--- config.mk ---
export PLATFORM = sky130hd
export DESIGN_NAME = ingress_dispatch
export DESIGN_NICKNAME = d
export VERILOG_FILES = /design/src/rtl/ingress_dispatch_pkg.sv /design/src/rtl/ingress_skid.sv /design/src/rtl/ingress_dispatch.sv
export SDC_FILE = /design/constraint.sdc
export NUM_CORES = 1
export LEC_CHECK = 0
export ABC_AREA = 1
export BUFFER_PORTS_ARGS = -buffer_cell sky130_fd_sc_hd__buf_2
export CAP_MARGIN = 20
export CORE_UTILIZATION = 25
export DETAILED_ROUTE_END_ITERATION = 8
export SLEW_MARGIN = 20
export SYNTH_ARGS = -nofsm -noshare
export SYNTH_HDL_FRONTEND = slang
export SYNTH_SLANG_ARGS = --single-unit
export TNS_END_PERCENT = 20
--- constraint.sdc ---
create_clock -name clk -period 2.2 [get_ports clk]
set_input_delay 0.11 -clock clk [delete_from_list [all_inputs] [get_ports clk]]
set_output_delay 0.11 -clock clk [all_outputs]
set_load 0.02 [all_outputs]
--- src/rtl/ingress_dispatch_pkg.sv ---
// Shared constants and state type for the ingress dispatcher that feeds the
// four-lane FIFO/arbiter switch.
package ingress_dispatch_pkg;

  localparam int unsigned DATA_W    = 10;
  localparam int unsigned CNT_W     = 5;
  localparam int unsigned NUM_LANES = 4;
  // Lane select is the top LANE_W bits of each word.
  localparam int unsigned LANE_W    = 2;

  typedef enum logic [1:0] {
    ST_RESET  = 2'd0,
    ST_INIT   = 2'd1,
    ST_IDLE   = 2'd2,
    ST_ACTIVE = 2'd3
  } state_t;

endpackage

--- src/rtl/ingress_skid.sv ---
// Two-entry in-order holding buffer between the upstream handshake and lane
// dispatch; entry 0 is always the head.
module ingress_skid
  import ingress_dispatch_pkg::*;
#(
  parameter int unsigned data_width = DATA_W
) (
  input  logic                  clk,
  input  logic                  reset,
  input  logic                  flush,
  input  logic                  wr_en,
  input  logic [data_width-1:0] wr_data,
  input  logic                  rd_en,
  output logic [data_width-1:0] head,
  output logic [1:0]            count
);

  logic [data_width-1:0] slot0;
  logic [data_width-1:0] slot1;
  logic [1:0]            cnt;
  logic                  rd_ok;
  logic                  wr_ok;

  assign rd_ok = rd_en && (cnt != 2'd0);
  // A write into a full buffer is only safe when the head leaves this cycle.
  assign wr_ok = wr_en && ((cnt != 2'd2) || rd_ok);

  always_ff @(posedge clk) begin
    if (reset) begin
      slot0 <= '0;
      slot1 <= '0;
      cnt   <= '0;
    end else if (flush) begin
      cnt <= '0;
    end else begin
      case ({wr_ok, rd_ok})
        2'b10: begin
          if (cnt == 2'd0) slot0 <= wr_data;
          else             slot1 <= wr_data;
          cnt <= cnt + 2'd1;
        end
        2'b01: begin
          slot0 <= slot1;
          cnt   <= cnt - 2'd1;
        end
        2'b11: begin
          if (cnt == 2'd1) begin
            slot0 <= wr_data;
          end else begin
            slot0 <= slot1;
            slot1 <= wr_data;
          end
        end
        default: ;
      endcase
    end
  end

  assign head  = slot0;
  assign count = cnt;

endmodule

--- src/rtl/ingress_dispatch.sv ---
// Steers a single valid/ready word stream onto the switch's four input lanes by
// class bits, honouring per-lane pause and keeping per-lane push counters.
module ingress_dispatch
  import ingress_dispatch_pkg::*;
#(
  parameter int unsigned data_width = DATA_W,
  parameter int unsigned cnt_width  = CNT_W,
  parameter int unsigned skid_depth = 2
) (
  input  logic                  clk,
  input  logic                  reset,
  input  logic                  init,
  input  logic [data_width-1:0] in_data,
  input  logic                  in_valid,
  output logic                  in_ready,
  input  logic [3:0]            pause,
  output logic [data_width-1:0] FIFO_data_in0,
  output logic [data_width-1:0] FIFO_data_in1,
  output logic [data_width-1:0] FIFO_data_in2,
  output logic [data_width-1:0] FIFO_data_in3,
  output logic                  push0,
  output logic                  push1,
  output logic                  push2,
  output logic                  push3,
  input  logic [1:0]            idx,
  input  logic                  req,
  output logic [cnt_width-1:0]  cnt_out,
  output logic                  cnt_valid,
  output logic                  IDLE
);

  localparam logic [1:0] SKID_FULL = 2'(skid_depth);

  state_t                 state;
  state_t                 state_next;
  logic [1:0]             count;
  logic [1:0]             count_next;
  logic [data_width-1:0]  head;
  logic [LANE_W-1:0]      lane;
  logic [NUM_LANES-1:0]   lane_sel;
  logic                   accept;
  logic                   dispatch;

  logic [NUM_LANES-1:0]   push_q;
  logic [data_width-1:0]  fifo_data [NUM_LANES];
  logic [cnt_width-1:0]   lane_cnt  [NUM_LANES];

  assign accept   = in_valid && in_ready;
  assign lane     = head[data_width-1 -: LANE_W];
  assign lane_sel = NUM_LANES'(1) << lane;
  assign dispatch = (count != 2'd0) && !pause[lane] && !init;

  ingress_skid #(
    .data_width (data_width)
  ) u_skid (
    .clk     (clk),
    .reset   (reset),
    .flush   (init),
    .wr_en   (accept),
    .wr_data (in_data),
    .rd_en   (dispatch),
    .head    (head),
    .count   (count)
  );

  // Mirror of the skid occupancy after this edge, so in_ready can be registered.
  always_comb begin
    count_next = count;
    if (init) begin
      count_next = '0;
    end else begin
      case ({accept, dispatch})
        2'b10:   count_next = count + 2'd1;
        2'b01:   count_next = count - 2'd1;
        default: count_next = count;
      endcase
    end
  end

  always_comb begin
    state_next = state;
    case (state)
      ST_RESET:  state_next = init ? ST_INIT : ST_IDLE;
      ST_INIT:   state_next = init ? ST_INIT : ST_IDLE;
      ST_IDLE: begin
        if (init)          state_next = ST_INIT;
        else if (in_valid) state_next = ST_ACTIVE;
      end
      ST_ACTIVE: begin
        if (init)                                   state_next = ST_INIT;
        else if ((count_next == 2'd0) && !in_valid) state_next = ST_IDLE;
      end
      default:   state_next = ST_RESET;
    endcase
  end

  always_ff @(posedge clk) begin
    if (reset) begin
      state    <= ST_RESET;
      in_ready <= 1'b0;
    end else begin
      state    <= state_next;
      in_ready <= ((state_next == ST_IDLE) || (state_next == ST_ACTIVE)) &&
                  (count_next < SKID_FULL);
    end
  end

  always_ff @(posedge clk) begin
    if (reset) begin
      push_q    <= '0;
      cnt_out   <= '0;
      cnt_valid <= 1'b0;
      for (int unsigned i = 0; i < NUM_LANES; i++) begin
        fifo_data[i] <= '0;
        lane_cnt[i]  <= '0;
      end
    end else begin
      push_q    <= dispatch ? lane_sel : '0;
      cnt_valid <= req;
      // Sampled before this edge's increment, so a same-lane push reports the old value.
      if (req) cnt_out <= lane_cnt[idx];
      for (int unsigned i = 0; i < NUM_LANES; i++) begin
        if (dispatch && lane_sel[i]) fifo_data[i] <= head;
        if (init)                            lane_cnt[i] <= '0;
        else if (dispatch && lane_sel[i])    lane_cnt[i] <= lane_cnt[i] + 1'b1;
      end
    end
  end

  assign push0 = push_q[0];
  assign push1 = push_q[1];
  assign push2 = push_q[2];
  assign push3 = push_q[3];

  assign FIFO_data_in0 = fifo_data[0];
  assign FIFO_data_in1 = fifo_data[1];
  assign FIFO_data_in2 = fifo_data[2];
  assign FIFO_data_in3 = fifo_data[3];

  assign IDLE = (state == ST_IDLE);

endmodule

* After elaboration in Yosys (flattened, before gate mapping) *
Memory sizes are Yosys's and may differ from the RTL's. A register that Yosys moved wholly into a read port is not among the register bits.
Cells that the tools add are included.

word-level totals
  bits in registers = 30
  RAM bits = 60
  input port bits = 21
  output and inout bits = 52
  word-level logic and storage cells = 133
  memories kept = 2

memories
  name       words  bits a word  read ports  clocked after memory_dff  wr ports  line                    RTL
  fifo_data  4      10           4           0                         4         ingress_dispatch.sv:45  logic [data_width-1:0] fifo_data [NUM_LANES];
  lane_cnt   4      5            5           1                         4         ingress_dispatch.sv:46  logic [cnt_width-1:0] lane_cnt [NUM_LANES];

cells by class
  $add $sub $neg = 6
  magnitude comparators = 2
  equal/unequal tests = 15
  shift operators = 1
  multiplexer cells = 58
  bitwise gates (word level) = 14
  reduce and logical (&&, ||, !) cells = 28

operators with widths
  operator                                                                       number
  10-bit two-way mux                                                             8
  5-bit two-way mux                                                              8
  1-bit two-way mux                                                              30
  10-bit case mux with 3 select lines                                            1
  5-bit by 1-bit adder with 5-bit output (second input constant)                 4
  10-bit case mux with 2 select lines                                            1
  2-bit == test (second input constant)                                          7
  2-bit two-way mux                                                              6
  1-bit OR                                                                       12
  1-bit logical AND                                                              11
  2-bit by 1-bit == test with 1-bit output (second input constant)               4
  2-bit case mux with 2 select lines                                             2
  2-bit zero test                                                                3
  2-bit != test (second input constant)                                          3
  2-bit case mux with 3 select lines                                             1
  2-bit nonzero test                                                             3
  2-bit OR reduction                                                             3
  4-bit AND reduction                                                            1
  1-bit by 2-bit << shifter with 4-bit output (first input constant)             1
  1-bit zero test                                                                3
  2-bit by 3-bit less-than comparator with 1-bit output (second input constant)  1
  3-bit AND reduction                                                            1
  3-bit nonzero test                                                             1
  2-bit by 1-bit adder with 2-bit output (second input constant)                 1
  other kinds (6)                                                                8

* Longest topological paths before layout *
  depth in word-level cells = 16
  depth in mapped cells = 18

* Hierarchy *
From an unflattened synthesis, not the netlist that was laid out.

second synthesis, totals
  cells, all modules = 465
  area total of the unflattened synthesis = 4329.2 µm²

modules (own cells, without submodules)
  module            instances  cells an instance  area an instance (µm²)  seq. area each (µm²)
  ingress_dispatch  1          285                3116.7                  2062.0
  ingress_skid      1          180                1212.4                  440.4

* Worst setup path after synthesis *
No wires, ideal clock.

  kind = reg-to-reg
  from = register u_skid.cnt[0], in the netlist u_skid.count[0]
  to = memory fifo_data[2][0] (netlist bit) (enable)
  arrival time = 1874 ps
  slack = -65 ps
  stages on the path, launching flop included = 9
  path buffers = 1
  period minus slack after synthesis = 2265 ps
  path through = dfxtp_1 -> inv_1 -> ha_1 -> inv_1 -> nand2_1 -> a21oi_2 -> nand2_2 -> buf_6 -> o21ai_0

RTL lines
  what                      line                    RTL
  start: declaration        ingress_skid.sv:20      logic [1:0] cnt;
  start signal: assignment  ingress_skid.sv:40      cnt <= cnt + 2'd1;
  start signal: assignment  ingress_skid.sv:44      cnt <= cnt - 2'd1;
  end: declaration          ingress_dispatch.sv:45

==> qor.log <==
qor: run_status.run_status finished, final reports clean
qor: routing.first_pass_iters 4
qor: routing.detail_route.wirelength 9300 um
qor: global_routing.pin_count_of_the_biggest_net_entering_global_routing 22
qor: global_routing.grt_first_pass_wirelength 15200 um
qor: floorplanning.num_io_pins 73
qor: clock_tree.number_of_buffers_on_the_longest_clock_path 2
qor: placement.pre_cts_slack 0.115 ns
qor: placement.portBuffers 72
qor: synthesis.synth_area 4320 sq um
qor: clock_tree.numCtsBuffers 9
qor: placement.gpl.final_weighted_congestion 0.774
qor: global_routing.grt_overflow_total 0
qor: power.leakage 2.46 nW
qor: critical_path.critical_path_peak_fanout 10
qor: clock_tree.cts.clk_slew.worst_paths 0.07 ns
qor: placement.dp.final_hpwl 6950 um
qor: floorplanning.fp.dieW 133 um
qor: clock_tree.tritoncts done
qor: critical_path.critical_path.startpoint u_skid.count[0]
qor: synthesis.post_synthesis_mean_instance_area 9.34 sq um
qor: routing.drtAntennaViolNets 0
qor: clock_tree.cts_hold_buffers 0
qor: routing.drt_iter0_drc 215
qor: critical_path.worst_r2r_startpoint u_skid.count[0]
qor: clock_tree.clock-sinks 95
qor: timing.fin_hold_ws 0.0532 ns
qor: timing.maxSlewHeadroom 63.8%
qor: critical_path.crit_path_end_kind register
qor: power.peakVddDrop 0.295 mV
qor: timing.timing.setup.tns 0 ns
qor: clock_tree.worstSkewPairLatency 0.34 ns
qor: timing.timing.final.crit_share 94.1%
qor: critical_path.worst_ep_arrival_time 2.12 ns
qor: critical_path.ff2ff_path_depth 11
qor: routing.route.detailed.drc 0
qor: timing.final.min_clock_period 2.07 ns
qor: critical_path.criticalPathCategory register to register
qor: timing.report.final.hold_viol_count 0
qor: critical_path.worst-endpoint-required 2.25 ns
qor: synthesis.yosys_warnings 0
qor: timing.timing.final.max_slew_violations 0
qor: global_routing.number_of_global_route_vias_before_repair 3010
qor: clock_tree.ctsHtreeMaxLevel 3
qor: synthesis.synth_seq_cells 95
qor: timing.fmax 483 MHz
qor: final_layout.fill_cells 1736
qor: floorplanning.row_count 47
qor: floorplanning.chipHeight 133 um
qor: routing.route.vias.total 3121
qor: flow_run.drv_cap 0
qor: timing.tightest_slew 0.541 ns
qor: synthesis.synthCells 463
qor: synthesis.yosys_cell_types 28
qor: global_routing.antenna_violations_before_repair 0
qor: min_path.worstHoldStart reset
qor: floorplanning.design.die.area 17800 sq um
qor: min_path.holdCritPathClass primary input to register
qor: min_path.holdPathStages 2
qor: timing.final_critical_path_setup_slack 0.129 ns
qor: timing.clock-skew-final 0.0105 ns
qor: final_layout.area_delta_synth_final 22.0%
qor: power.power.density 719 nW/um^2
qor: routing.avgViaCountPerCell 4.06
qor: floorplanning.start_util 25.8%
qor: clock_tree.root_buffer sky130_fd_sc_hd__clkbuf_16
qor: synthesis.ys_seq_area_share 57.9%
qor: final_layout.antenna_cells 0
qor: final_layout.postLayoutCoreUtil 31.5%
qor: floorplanning.coreArea 16800 sq um
qor: final_layout.fraction_of_layout_cells_with_a_size_suffix_above_1 24.2%
qor: global_routing.grtUsageTotal 11.0%
qor: timing.timing.final.setup_violations 0
qor: routing.detail_route.wl_per_cell 12.1 um
qor: final_layout.final_net_count 574
qor: critical_path.start_kind register
==> cell usage after synthesis, drive strengths merged <==
master,count,area [sq um]
inv,81,304
o211ai,1,7.51
mux2i,5,50.1
nor2,93,409
nand2,69,277
o21ai,23,115
xnor2,2,17.5
conb,1,3.75
clkbuf,9,33.8
a21oi,4,23.8
edfxtp,60,1800
clkinv,1,3.75
xor2,8,70.1
ha,9,113
dfxtp,35,701
buf,7,71.3
nor3,5,47.5
o221ai,5,43.8
nand3,45,230
==> sequential cells by signal, indices dropped and copies added (netlist names) <==
| name | count |
|---|---|
| cnt_out | 5 |
| cnt_valid | 1 |
| fifo_data | 40 |
| in_ready | 1 |
| lane_cnt | 20 |
| push_q | 4 |
| state | 2 |
| u_skid.count | 2 |
| u_skid.head | 10 |
| u_skid.slot1 | 10 |
==> worst paths after layout <==
kind / endpoint / slack, ns
hold / removal: state[0] / 0.05
setup reg to reg: fifo_data[3][4] / 0.13
setup / recovery: fifo_data[3][4] / 0.13
hold reg to reg: state[0] / 0.46
==> timing repair <==
action | CTS | global route
gates resized for setup | 0 | 6
buffers inserted | 0 | 1
endpoints found under the setup margin | 0 | 35
==> placed cells by master, fill, tap and decap left out, types with 2 or more instances in the layout <==
| master | instances |
|---|---|
| sky130_fd_sc_hd__buf_4 | 8 |
| sky130_fd_sc_hd__o221ai_1 | 5 |
| sky130_fd_sc_hd__mux2i_1 | 5 |
| sky130_fd_sc_hd__nor3_4 | 2 |
| sky130_fd_sc_hd__inv_6 | 2 |
| sky130_fd_sc_hd__buf_2 | 72 |
| sky130_fd_sc_hd__xnor2_1 | 2 |
| sky130_fd_sc_hd__edfxtp_1 | 60 |
| sky130_fd_sc_hd__clkbuf_16 | 9 |
| sky130_fd_sc_hd__nand3_1 | 44 |
| sky130_fd_sc_hd__nand2_1 | 62 |
| sky130_fd_sc_hd__inv_1 | 76 |
| sky130_fd_sc_hd__nor2_4 | 3 |
| sky130_fd_sc_hd__xor2_1 | 8 |
| sky130_fd_sc_hd__o21ai_0 | 21 |
| sky130_fd_sc_hd__buf_12 | 3 |
| sky130_fd_sc_hd__a21oi_1 | 3 |
| sky130_fd_sc_hd__nor3_1 | 3 |
| sky130_fd_sc_hd__dfxtp_1 | 35 |
| sky130_fd_sc_hd__ha_1 | 9 |
| sky130_fd_sc_hd__nand2_2 | 5 |
| sky130_fd_sc_hd__inv_2 | 5 |
| sky130_fd_sc_hd__conb_1 | 4 |
| sky130_fd_sc_hd__nor2_2 | 15 |
| sky130_fd_sc_hd__nor2_1 | 75 |
| sky130_fd_sc_hd__nand2_4 | 2 |
==> layout make-up <==
| class | instances | area [sq um] | share of cell area [%] |
|---|---|---|---|
| Timing Repair Buffer | 83 | 480 | 9.11 |
| Multi-Input combinational cell | 273 | 1430 | 27.2 |
| Inverter | 82 | 308 | 5.83 |
| Clock inverter | 4 | 28.8 | 0.546 |
| Clock buffer | 12 | 248 | 4.70 |
| Tap cell | 220 | 275 | 5.22 |
| Sequential cell | 95 | 2500 | 47.4 |
==> metal layers <==
| metal | part of all wire (%) | track usage (%) |
|---|---|---|
| met5 | 0 | 0 |
| met1 | 47 | 14.4 |
| met3 | 4.5 | 2.66 |
| met4 | 1.4 | 4.73 |
| met2 | 47 | 17.4 |
==> report_power, final <==
part           switching, W  total [W]  internal [W]  leakage [nW]
registers         0.0000409    0.00200       0.00196         0.919
logic              0.000216   0.000325      0.000109          1.40
clock network      0.000662    0.00147      0.000810         0.141
==> worst max-delay path, cell delays in order (launching register included) <==
cell                      delay, ns
sky130_fd_sc_hd__dfxtp_1       0.35
sky130_fd_sc_hd__inv_1         0.10
sky130_fd_sc_hd__ha_1          0.23
sky130_fd_sc_hd__inv_1         0.05
sky130_fd_sc_hd__nand2_1       0.08
sky130_fd_sc_hd__a21oi_2       0.15
sky130_fd_sc_hd__nand2_2       0.11
sky130_fd_sc_hd__buf_4         0.19
sky130_fd_sc_hd__nor3_4        0.17
sky130_fd_sc_hd__inv_1         0.11
sky130_fd_sc_hd__nand2_2       0.09
sky130_fd_sc_hd__buf_12        0.14
==> kinds of logic (layout without fill, tap and decap cells) <==
group | count (synthesis) | after routing | share of synthesized area, %
simple gates | 212 | 212 | 22.3
other cells | 1 | 4 | 0.0867
xor+xnor | 10 | 10 | 2.03
flops | 95 | 95 | 57.9
mux | 5 | 5 | 1.16
buf+inv | 98 | 181 | 9.55
compound gates | 33 | 33 | 4.40
fa+ha+maj | 9 | 9 | 2.60
==> through the flow <==
step	area [sq um]	total power (W)	instances
6_report	5280	0.00380	769
5_1_grt	5280	0.00394	769
4_1_cts	5250	0.00384	768
3_5_place_dp	4980	0.00236	752
3_3_place_gp	4980	0.00236	752
2_1_floorplan	4330	0.00223	466
Power figures use the tool's default switching activity.
